==> src/rtl/rv32i_types.sv <==
// Types and constants shared by the pipeline stages.
// The bubble instruction is ADDI x0,x0,0; skid states are encoded as the held-beat count.
package rv32i_types;

  localparam logic [31:0] NOP_INST = 32'h13;

  typedef enum logic [1:0] {
    SKID_EMPTY = 2'd0,
    SKID_ONE   = 2'd1,
    SKID_TWO   = 2'd2
  } skid_state_t;

endpackage

==> src/rtl/sat_counter.sv <==
// Saturating up-counter for performance events: clears on rst, holds at all-ones.
module sat_counter #(
  parameter int W = 16
) (
  input  logic         clk,
  input  logic         rst,
  input  logic         inc,
  output logic [W-1:0] count
);

  always_ff @(posedge clk) begin
    if (rst) begin
      count <= '0;
    end else if (inc && (count != {W{1'b1}})) begin
      count <= count + W'(1);
    end
  end

endmodule

==> src/rtl/pipe_skid_buffer.sv <==
// Pipeline-stage register with a two-entry skid buffer, flush-to-bubble and a
// saturating back-pressure counter. Empty slots always hold NOP_VALUE.
module pipe_skid_buffer
  import rv32i_types::*;
#(
  parameter int               WIDTH     = 32,
  parameter logic [WIDTH-1:0] NOP_VALUE = WIDTH'(NOP_INST),
  parameter int               CNT_W     = 16
) (
  input  logic             clk,
  input  logic             rst,
  input  logic             flush,
  input  logic             up_valid,
  input  logic [WIDTH-1:0] up_data,
  output logic             up_ready,
  output logic             dn_valid,
  output logic [WIDTH-1:0] dn_data,
  input  logic             dn_ready,
  output logic [1:0]       occupancy,
  output logic [CNT_W-1:0] stall_cnt
);

  // Handshake: a beat moves on a side exactly when valid and ready are both high
  // at a rising edge; valid never waits on ready, and up_ready comes only from state.

  skid_state_t      state_q, state_d;
  logic [WIDTH-1:0] main_q, main_d;
  logic [WIDTH-1:0] skid_q, skid_d;
  logic             up_fire, dn_fire;

  assign dn_valid  = (state_q != SKID_EMPTY);
  assign up_ready  = (state_q != SKID_TWO);
  assign dn_data   = main_q;
  assign occupancy = state_q;
  assign up_fire   = up_valid & up_ready;
  assign dn_fire   = dn_valid & dn_ready;

  always_ff @(posedge clk) begin
    if (rst) begin
      state_q <= SKID_EMPTY;
      main_q  <= NOP_VALUE;
      skid_q  <= NOP_VALUE;
    end else begin
      state_q <= state_d;
      main_q  <= main_d;
      skid_q  <= skid_d;
    end
  end

  always_comb begin
    state_d = state_q;
    main_d  = main_q;
    skid_d  = skid_q;
    if (flush) begin
      state_d = SKID_EMPTY;
      main_d  = NOP_VALUE;
      skid_d  = NOP_VALUE;
    end else begin
      case (state_q)
        SKID_EMPTY: begin
          if (up_fire) begin
            state_d = SKID_ONE;
            main_d  = up_data;
          end
        end
        SKID_ONE: begin
          if (up_fire && dn_fire) begin
            main_d = up_data;
          end else if (up_fire) begin
            state_d = SKID_TWO;
            skid_d  = up_data;
          end else if (dn_fire) begin
            state_d = SKID_EMPTY;
            main_d  = NOP_VALUE;
          end
        end
        SKID_TWO: begin
          // up_ready is low here, so only the drain side can move.
          if (dn_fire) begin
            state_d = SKID_ONE;
            main_d  = skid_q;
            skid_d  = NOP_VALUE;
          end
        end
        default: begin
          state_d = SKID_EMPTY;
          main_d  = NOP_VALUE;
          skid_d  = NOP_VALUE;
        end
      endcase
    end
  end

  sat_counter #(.W(CNT_W)) u_stall_cnt (
    .clk   (clk),
    .rst   (rst),
    .inc   (dn_valid & ~dn_ready),
    .count (stall_cnt)
  );

endmodule

==> config.mk <==
export PLATFORM = sky130hd
export DESIGN_NAME = pipe_skid_buffer
export DESIGN_NICKNAME = d
export VERILOG_FILES = /design/src/rtl/rv32i_types.sv /design/src/rtl/sat_counter.sv /design/src/rtl/pipe_skid_buffer.sv
export SDC_FILE = /design/constraint.sdc
export NUM_CORES = 1
export LEC_CHECK = 0
export CAP_MARGIN = 20
export CORE_MARGIN = 5
export CORE_UTILIZATION = 47
export DETAILED_ROUTE_END_ITERATION = 12
export PLACE_DENSITY_LB_ADDON = 0.15
export SYNTH_ARGS = -nofsm -noshare
export SYNTH_HDL_FRONTEND = slang
export SYNTH_SLANG_ARGS = --single-unit
==> constraint.sdc <==
create_clock -name clk -period 5.9 [get_ports clk]
set_clock_uncertainty 0.15 [all_clocks]
set_input_delay 0.59 -clock clk [delete_from_list [all_inputs] [get_ports clk]]
set_output_delay 0.59 -clock clk [all_outputs]
set_load 0.01 [all_outputs]
==> results of run 1 <==
## cell usage after synthesis (all sizes together)
master and n:
or3 4, o22a 2, nand3b 1, nand4bb 1, nor2b 9, a211oi 3
nor4 2, clkbuf 22, mux2 2, or2 1, nor3b 1, inv 4
o22ai 6, o31a 1, nor2 61, dfxtp 82, o21ai 8, or3b 2
or4 9, and2 2, o31ai 9, nor4b 1, nand2 13, a222oi 29
and4 2, buf 10, nand3 10, o21bai 1, nand4 4, a21oi 17
a221o 1, a22oi 26, ha 1, o211ai 1, a21o 1, mux2i 2
## flip-flops by register name, indices dropped and copies added (netlist names)
register / cells
dn_data: 32
skid_q: 32
u_stall_cnt.count: 16
occupancy: 2
## power groups by stage
| stage | sequential (uW) | combinational [uW] | clock [uW] |
|---|---|---|---|
| after floorplan | 584 | 50.2 | 0 |
| after global placement | 582 | 107 | 0 |
| after detailed placement | 582 | 109 | 0 |
| after CTS | 569 | 110 | 479 |
| after global routing | 571 | 120 | 506 |
| final | 569 | 111 | 470 |
## tightest hold or removal path: stages, from the launching register on
cell and delay (ns):
dfxtp_1 0.32, nand2_1 0.05, a21oi_1 0.05
## through the flow
stage | utilization | hold slack (ns) | setup WS [ns] | instances
global placement | 0.613 | 0.289 | 2.77 | 491
global route | 0.655 | 0.336 | 2.95 | 509
finish | 0.655 | 0.308 | 3.10 | 509
floorplan | - | 0.281 | 3.72 | 351
detailed placement | 0.613 | 0.296 | 2.75 | 491
CTS | 0.648 | 0.309 | 3.11 | 507
## routing by layer
layer / vias up / global-route usage / part of all wire
met5: - / 0 / 0
met4: 0 / 0.0867 / 0.011
met3: 8 / 0.0451 / 0.073
met2: 117 / 0.320 / 0.47
met1: 1487 / 0.258 / 0.45
li1: 1480 / - / -
## cell families after synthesis
group                    after synthesis  synth area share
AO/OA/AOI/OAI                        105             0.247
adder cells (fa/ha/maj)                1           0.00385
buffers and inverters                 36            0.0455
flip-flops                            82             0.505
multiplexers                           4            0.0131
AND/OR/NAND/NOR                      123             0.186
## cell type report
type                            instances  area, um^2
Sequential cell                        82        1640
Fill cell                             571        2330
Timing Repair Buffer                   94         958
Clock buffer                            9         124
Multi-Input combinational cell        233        1480
Tap cell                               80         100
Inverter                                4        15.0
Clock inverter                          7         109
## worst paths after layout
check	slack, ns	from	end	depth (start not counted)
setup / recovery	3.10	dn_ready	u_stall_cnt.count[14]	5
hold / removal	0.31	skid_q[20]	skid_q[20]	2
setup reg to reg	3.39	occupancy[0]	skid_q[16]	4
hold reg to reg	0.31	skid_q[20]	skid_q[20]	2
==> results by group, run 1 <==
Worst setup path
  • CP Launch Type: input port
  • CP max FO: 17
  • Crit path buf inv count: 1
  • CP arrival: 2.89 ns
  • CP required: 5.99 ns
  • Worst-path cell chain: clkdlybuf4s50_1 -> o21bai_2 -> or3_1 -> nor4_1 -> mux2_1
  • CP Class: input port to flop
  • Slowest stage cell, crit path: clkdlybuf4s50_1
  • Top delay family on crit path: simple AND/OR/NAND/NOR gates
  • Slowest cell delay on critical path: 0.63 ns
  • Crit. End Element: flop

Cells and area
  • Layout cell share with drive strength beyond 1: 0.0629
  • Ant diodes: 0
  • Design area: 4420 um^2
  • Final Net Count: 462
  • Area grow syn2layout: 36.2%
  • Commonest non-fill, non-tap cell in the layout: clkdlybuf4s50_1
  • Most frequent cells in the layout: 88 x clkdlybuf4s50_1, 82 x dfxtp_1, 61 x nor2_1

Drt
  • Post-DRT Antenna Nets: 0
  • Via count: 3092
  • Pre-Repair DR Iteration Count: 6
  • Vias per cell: 6.07
  • Routed WL per cell: 17.1 um
  • 1st-iter DRT viols: 263
  • DRT Wirelength: just under 9000 um
  • Drt drc: 0

Run status
  • Status: finished clean

Floorplan
  • Effective utilization at floorplan: 0.481
  • Core Region: 6760 um^2
  • Die area: 8670 um^2
  • Top Ports: approximately 90
  • Row count: 30
  • Die Ht: 93.1 um
  • DIE WIDTH: 93.1 um

Pwr
  • Switching part of the total: 0.246
  • Sequential share of power: 0.495
  • Power Dens Cells: 260 nW/um^2
  • Leakage: between 0.001 and 0.0015 uW
  • Psw: 282 uW
  • Pint: approximately 870 uW
  • Clock Power Share: 0.408
  • Combinational fraction of design power: 0.097
  • Worst VDD drop: 0.000178 V
  • Total power draw: 1150 uW

Worst hold path
  • HP Class: flop to flop

Clocking
  • TritonCTS clock tree: built
  • Post CTS Setup Buffer Count: 0
  • TritonCTS Buffers: 9
  • Num Clock Sinks: 82
  • CTS root buffer: clkbuf_8
  • Clock Tree Buf Depth: 2
  • Post-CTS resize count: 0
  • Register clock-pin slew on the reported worst setup and hold paths: approximately 0.090 ns
  • Worst skew pair latency: 0.35 ns
  • H-tree Lvls: 3
  • Hold bufs inserted after CTS: 0

Logic synthesis
  • Post-synthesis sequential area ratio: 0.505
  • Syn avg cell area: 9.25 um^2
  • Netlist cell types: 37
  • Post-Syn Nets: roughly 390
  • Cell taking the most area after synthesis: dfxtp_1
  • Synth warnings: 0
  • Syn Inst Count: 351
  • #FFs+latches synth: 82
  • Top cell type's share of synthesized area: 0.505
  • Synth top area cells: dfxtp_1 51%, a222oi_1 8.9%, nor2_1 7.0%
  • Synthesized cell area: between 3000 and 4000 um^2

Global route
  • GRT overflow: 0
  • Largest net degree at the start of global routing: 61
  • Initial antenna violation count: 0
  • Number of global-route vias before repair: 2868
  • GRT Util Overall: 0.200
  • First-pass GRT wire length: 14000 um

Timing
  • TNS Setup: 0 ns
  • Final hold vios: 0
  • Fin. max-slew vios: 0
  • Fmax: 0.357 GHz
  • Slew headroom: 0.300
  • Final setup viols: 0
  • Slew @ Worst Pin: 1.05 ns
  • Unrepaired setup endpoints after global routing: no
  • Min Tclk post-route: ~2.8 ns
  • Tcrit/Tclk final: 0.475

Place
  • Detailed placement HPWL: 5410 um
  • RD Place Congestion: 0.802
  • Area post-placement: between 4000 and 5000 um^2
  • Number of I/O port buffers: 88

Flow run
  • Maxcap violations: 0
Power figures use the tool's default switching activity.
==> inputs of run 2 (changes only) <==
--- a/config.mk
+++ b/config.mk
@@ -7,7 +7,7 @@
 export LEC_CHECK = 0
 export CAP_MARGIN = 20
 export CORE_MARGIN = 5
-export CORE_UTILIZATION = 47
+export CORE_UTILIZATION = 43
 export DETAILED_ROUTE_END_ITERATION = 12
 export PLACE_DENSITY_LB_ADDON = 0.15
 export SYNTH_ARGS = -nofsm -noshare
==> constraint.sdc (replaced) <==
create_clock -name clk -period 2.5 [get_ports clk]
set_clock_uncertainty 0.15 [all_clocks]
set_input_delay 0.25 -clock clk [delete_from_list [all_inputs] [get_ports clk]]
set_output_delay 0.25 -clock clk [all_outputs]
set_load 0.01 [all_outputs]
==> results by group, run 2 (synthesized netlist as in run 1, its figures left out) <==
Timing
  • Final setup viols: 0 (unchanged)
  • Final hold vios: 0 (unchanged)
  • Fmax: 0.431 GHz
  • Unrepaired setup endpoints after global routing: no (unchanged)
  • Min Tclk post-route: around 2.3 ns
  • Slew @ Worst Pin: 0.612 ns (was 1.05 ns)
  • Fin. max-slew vios: 0 (unchanged)
  • TNS Setup: 0 ns (unchanged)
  • Tcrit/Tclk final: 0.928
  • Slew headroom: 0.592 (was 0.300)

Floorplan
  • Die area: 9390 um^2 (was 8670 um^2)
  • Core Region: 7290 um^2 (was 6760 um^2)
  • Top Ports: 89 (unchanged)
  • DIE WIDTH: 96.9 um (was 93.1 um)
  • Effective utilization at floorplan: 0.445 (was 0.481)
  • Die Ht: 96.9 um (was 93.1 um)
  • Row count: 31 (was 30)

Global route
  • Initial antenna violation count: 0 (unchanged)
  • Largest net degree at the start of global routing: 61 (unchanged)
  • First-pass GRT wire length: 14700 um (was 14000 um)
  • GRT Util Overall: 0.185 (was 0.200)
  • GRT overflow: 0 (unchanged)
  • Number of global-route vias before repair: 2936 (was 2868)

Pwr
  • Leakage: 0.00146 uW (was 0.00147 uW)
  • Worst VDD drop: 0.000292 V (was 0.000178 V)
  • Total power draw: 2460 uW (was 1150 uW)
  • Power Dens Cells: 555 nW/um^2 (was 260 nW/um^2)

Worst setup path
  • Top delay family on crit path: simple AND/OR/NAND/NOR gates (unchanged)
  • CP arrival: 2.39 ns (was 2.89 ns)
  • CP required: 2.57 ns (was 5.99 ns)
  • CP Class: flop to flop (was input port to flop)
  • Worst-path cell chain: ha_1 -> nand3_1 -> or3_1 -> nor4_1 -> mux2_1 (was clkdlybuf4s50_1 -> o21bai_2 -> or3_1 -> nor4_1 -> mux2_1)
  • Slowest stage cell, crit path: dfxtp_1 (was clkdlybuf4s50_1)
  • CP max FO: 7 (was 17)
  • Slowest cell delay on critical path: 0.46 ns (was 0.63 ns)
  • CP Launch Type: flop (was input port)
  • Crit. End Element: flop (unchanged)
  • Crit path buf inv count: 0 (was 1)

Clocking
  • Register clock-pin slew on the reported worst setup and hold paths: 0.08 ns (was 0.09 ns)
  • TritonCTS Buffers: 9 (unchanged)
  • Num Clock Sinks: 82 (unchanged)
  • Post-CTS resize count: 0 (unchanged)
  • CTS root buffer: clkbuf_8 (unchanged)
  • Hold bufs inserted after CTS: 0 (unchanged)
  • Post CTS Setup Buffer Count: 0 (unchanged)
  • Clock Tree Buf Depth: 2 (unchanged)
  • TritonCTS clock tree: built (unchanged)
  • H-tree Lvls: 3 (unchanged)
  • Worst skew pair latency: 0.33 ns (was 0.35 ns)

Flow run
  • Maxcap violations: 0 (unchanged)

Run status
  • Status: finished clean (unchanged)

Cells and area
  • Final Net Count: 470 (was 462)
  • Layout cell share with drive strength beyond 1: 0.0778 (was 0.0629)
  • Commonest non-fill, non-tap cell in the layout: clkdlybuf4s50_1 (unchanged)
  • Ant diodes: 0 (unchanged)
  • Most frequent cells in the layout: 88 x clkdlybuf4s50_1, 82 x dfxtp_1, 61 x nor2_1 (unchanged)
  • Area grow syn2layout: 36.3% (was 36.2%)
  • Design area: 4430 um^2 (was 4420 um^2)

Drt
  • Routed WL per cell: 16.1 um (was 17.1 um)
  • DRT Wirelength: 8630 um (was 8700 um)
  • 1st-iter DRT viols: 249 (was 263)
  • Via count: 3075 (was 3092)
  • Post-DRT Antenna Nets: 0 (unchanged)
  • Vias per cell: 5.74 (was 6.07)
  • Drt drc: 0 (unchanged)
  • Pre-Repair DR Iteration Count: 6 (unchanged)

Worst hold path
  • HP Class: flop to flop (unchanged)

Place
  • Number of I/O port buffers: 88 (unchanged)
  • RD Place Congestion: 0.806 (was 0.802)
  • Area post-placement: 4260 um^2 (was 4140 um^2)
  • Detailed placement HPWL: 5600 um (was 5410 um)
-- run 2: final timing paths --
kind	startpoint	end	slack (ns)	cells after the start
max	u_stall_cnt.count[0]	u_stall_cnt.count[14]	0.18	5
min reg2reg	skid_q[9]	skid_q[9]	0.31	2
min	skid_q[9]	skid_q[9]	0.31	2
max reg2reg	u_stall_cnt.count[0]	u_stall_cnt.count[14]	0.18	5
-- run 2: report_power, final --
| part | leakage [uW] | switching [uW] | total, uW | internal [uW] |
|---|---|---|---|---|
| registers | 0.000664 | 15.7 | 1340 | 1330 |
| clock network | 0.0000851 | 464 | 847 | 383 |
| logic | 0.000716 | 127 | 267 | 140 |
| total | 0.00146 | 606 | 2460 | 1850 |
-- run 2: layer usage --
metal | up-vias | share of wire | global-route usage
li1 | 1497 | - | -
met1 | 1483 | 0.46 | 0.241
met2 | 85 | 0.48 | 0.297
met3 | 10 | 0.056 | 0.0518
met4 | 0 | 0.0098 | 0.0551
met5 | - | 0 | 0
-- run 2: through the flow --
stage	util	setup WS (ns)	hold slack [ns]	instances
after floorplan	-	0.416	0.224	351
after global placement	0.584	0.217	0.288	520
after detailed placement	0.584	0.0816	0.295	520
after CTS	0.607	0.167	0.310	536
after global routing	0.607	0.0580	0.330	536
final	0.607	0.180	0.311	536
-- run 2: tightest hold or removal path, delay by kind of cell (launching register included) --
family | cells | cell delay (ns)
AND/OR/NAND/NOR | 1 | 0.05
flip-flops | 1 | 0.32
AO/OA/AOI/OAI | 1 | 0.05
-- run 2: area by class of cell --
type | count | area (um^2)
clock buffers | 11 | 141
clock inverters | 5 | 30.0
multi-input cells | 233 | 1480
repair buffers | 102 | 998
well taps | 99 | 124
inverters | 4 | 15.0
fillers | 664 | 2870
flip-flops and latches | 82 | 1640
==> inputs of run 3 (changes only) <==
--- a/config.mk
+++ b/config.mk
@@ -10,6 +10,7 @@
 export CORE_UTILIZATION = 43
 export DETAILED_ROUTE_END_ITERATION = 12
 export PLACE_DENSITY_LB_ADDON = 0.15
+export RECOVER_POWER = 50
 export SYNTH_ARGS = -nofsm -noshare
 export SYNTH_HDL_FRONTEND = slang
 export SYNTH_SLANG_ARGS = --single-unit
==> results by group, run 3 (synthesized netlist as in run 1, its figures left out) <==
Timing
  • Setup ws final: 0.197 ns (was 0.180 ns)
  • Final setup viols: 0 (unchanged)
  • Slew @ Worst Pin: 1.19 ns (was 0.612 ns)
  • Final hold vios: 0 (unchanged)
  • Fmax: 0.434 GHz (was 0.431 GHz)
  • TNS Setup: 0 ns (unchanged)
  • Fin. max-slew vios: 0 (unchanged)
  • Minimum hold slack: 0.310 ns (was 0.311 ns)
  • Min Tclk post-route: 2.30 ns (was 2.32 ns)
  • Unrepaired setup endpoints after global routing: no (unchanged)
  • Tcrit/Tclk final: 0.921 (was 0.928)
  • Slew headroom: 0.205 (was 0.592)

Clocking
  • CTS root buffer: clkbuf_8 (unchanged)
  • H-tree Lvls: 3 (unchanged)
  • Post CTS Setup Buffer Count: 0 (unchanged)
  • Worst skew pair latency: 0.33 ns (about the same)
  • TritonCTS Buffers: 9 (unchanged)
  • Register clock-pin slew on the reported worst setup and hold paths: 0.08 ns (about the same)
  • Clock Tree Buf Depth: 2 (unchanged)
  • Hold bufs inserted after CTS: 0 (unchanged)
  • Post-CTS resize count: 0 (unchanged)
  • Num Clock Sinks: 82 (unchanged)
  • TritonCTS clock tree: built (unchanged)

Drt
  • Drt drc: 0 (unchanged)
  • Routed WL per cell: 16.1 um (about the same)
  • Via count: 3093 (was 3075)
  • Vias per cell: 5.77 (was 5.74)
  • 1st-iter DRT viols: 253 (was 249)
  • DRT Wirelength: 8620 um (was 8630 um)
  • Pre-Repair DR Iteration Count: 8 (was 6)
  • Post-DRT Antenna Nets: 0 (unchanged)

Flow run
  • Maxcap violations: 0 (unchanged)

Worst setup path
  • CP Class: flop to flop (unchanged)
  • CP required: 2.57 ns (about the same)
  • R2R depth: 5 (unchanged)
  • CP max FO: 7 (unchanged)
  • FF-to-FF setup slack: 0.20 ns (was 0.18 ns)
  • Reg2reg end: u_stall_cnt.count[14] (unchanged)
  • CP Launch Type: flop (unchanged)
  • Crit. End Element: flop (unchanged)
  • CP arrival: 2.37 ns (was 2.39 ns)
  • R2r startpoint: u_stall_cnt.count[0] (unchanged)

Floorplan
  • Die area: 9390 um^2 (unchanged)
  • Row count: 31 (unchanged)
  • DIE WIDTH: 96.9 um (unchanged)
  • Top Ports: 89 (unchanged)
  • Core Region: 7290 um^2 (unchanged)
  • Die Ht: 96.9 um (unchanged)
  • Effective utilization at floorplan: 0.445 (unchanged)

Global route
  • Number of global-route vias before repair: 2936 (unchanged)
  • Initial antenna violation count: 0 (unchanged)
  • Largest net degree at the start of global routing: 61 (unchanged)
  • First-pass GRT wire length: 14700 um (unchanged)
  • GRT overflow: 0 (unchanged)
  • GRT Util Overall: 0.185 (unchanged)

Place
  • Detailed placement HPWL: 5600 um (unchanged)
  • Placed cells: 520 (unchanged)
  • Number of I/O port buffers: 88 (unchanged)
  • DP Worst Slack: 0.0816 ns (unchanged)
  • RD Place Congestion: 0.806 (unchanged)

Worst hold path
  • Worst Min Path Start: skid_q[9] (unchanged)
  • HP Class: flop to flop (unchanged)
  • WHS Path Cells: 2 (unchanged)
  • End of the worst hold path: skid_q[9] (unchanged)

Cells and area
  • Area grow syn2layout: 36.1% (was 36.3%)
  • Most frequent cells in the layout: 82 x dfxtp_1, 61 x nor2_1, 49 x dlygate4sd3_1 (was 88 x clkdlybuf4s50_1, 82 x dfxtp_1, 61 x nor2_1)
  • Final Net Count: 470 (unchanged)
  • Final Non-Filler Cells: 536 (unchanged)
  • Ant diodes: 0 (unchanged)
  • Fill count: 667 (was 664)
  • Commonest non-fill, non-tap cell in the layout: dfxtp_1 (was clkdlybuf4s50_1)
  • Layout cell share with drive strength beyond 1: 0.0778 (unchanged)

Pwr
  • Leakage: 0.00160 uW (was 0.00146 uW)
  • Worst VDD drop: 0.000291 V (was 0.000292 V)
  • Power Dens Cells: 553 nW/um^2 (was 555 nW/um^2)
  • Total power draw: 2440 uW (was 2460 uW)

Run status
  • Status: finished clean (unchanged)
run 3: cell count changes in the layout (fill, tap and decap cells not counted):
cell / previous run / this run
dlygate4sd3_1: 0 / 49
clkbuf_2: 0 / 3
clkdlybuf4s50_1: 88 / 39
buf_4: 13 / 10
and2_0: 0 / 1
and2_1: 2 / 1
run 3: worst max-delay path, cell delays in order, from the launching register on:
cell     delay (ns)
dfxtp_1        0.46
ha_1           0.21
nand3_1        0.17
or3_1          0.46
nor4_1         0.37
mux2_1         0.36
run 3: how the worst max path moves through the flow:
stage	start	slack, ns	to
after floorplan	u_stall_cnt.count[0]	0.42	u_stall_cnt.count[14]
after global placement	dn_ready	0.22	u_stall_cnt.count[14]
after detailed placement	dn_ready	0.08	u_stall_cnt.count[14]
after CTS	u_stall_cnt.count[0]	0.17	u_stall_cnt.count[14]
after global routing	u_stall_cnt.count[0]	0.06	u_stall_cnt.count[14]
final	u_stall_cnt.count[0]	0.20	u_stall_cnt.count[14]
run 3: area by class of cell:
class,count,area (um^2),area share
repair buffers,102,991,0.224
flip-flops and latches,82,1640,0.371
well taps,99,124,0.0280
multi-input cells,233,1480,0.334
clock buffers,11,141,0.0320
clock inverters,5,30.0,0.00680
inverters,4,15.0,0.00340
run 3: layer usage:
layer | part of all wire | up-vias | track usage
li1 | - | 1502 | -
met4 | 0.011 | 0 | 0.0551
met2 | 0.48 | 91 | 0.297
met3 | 0.056 | 12 | 0.0518
met5 | 0 | - | 0
met1 | 0.46 | 1488 | 0.241
run 3: report_power, final:
part	leakage (uW)	total [uW]	internal (uW)	switching (uW)
clock network	0.0000851	844	383	461
logic	0.000854	259	132	127
registers	0.000664	1340	1330	14.9
total	0.00160	2440	1840	603
run 3: through the flow:
step / util / instance area, um^2
after global placement: 0.584 / 4260
after CTS: 0.607 / 4430
after global routing: 0.606 / 4420
after detailed placement: 0.584 / 4260
after floorplan: - / 3250
final: 0.606 / 4420
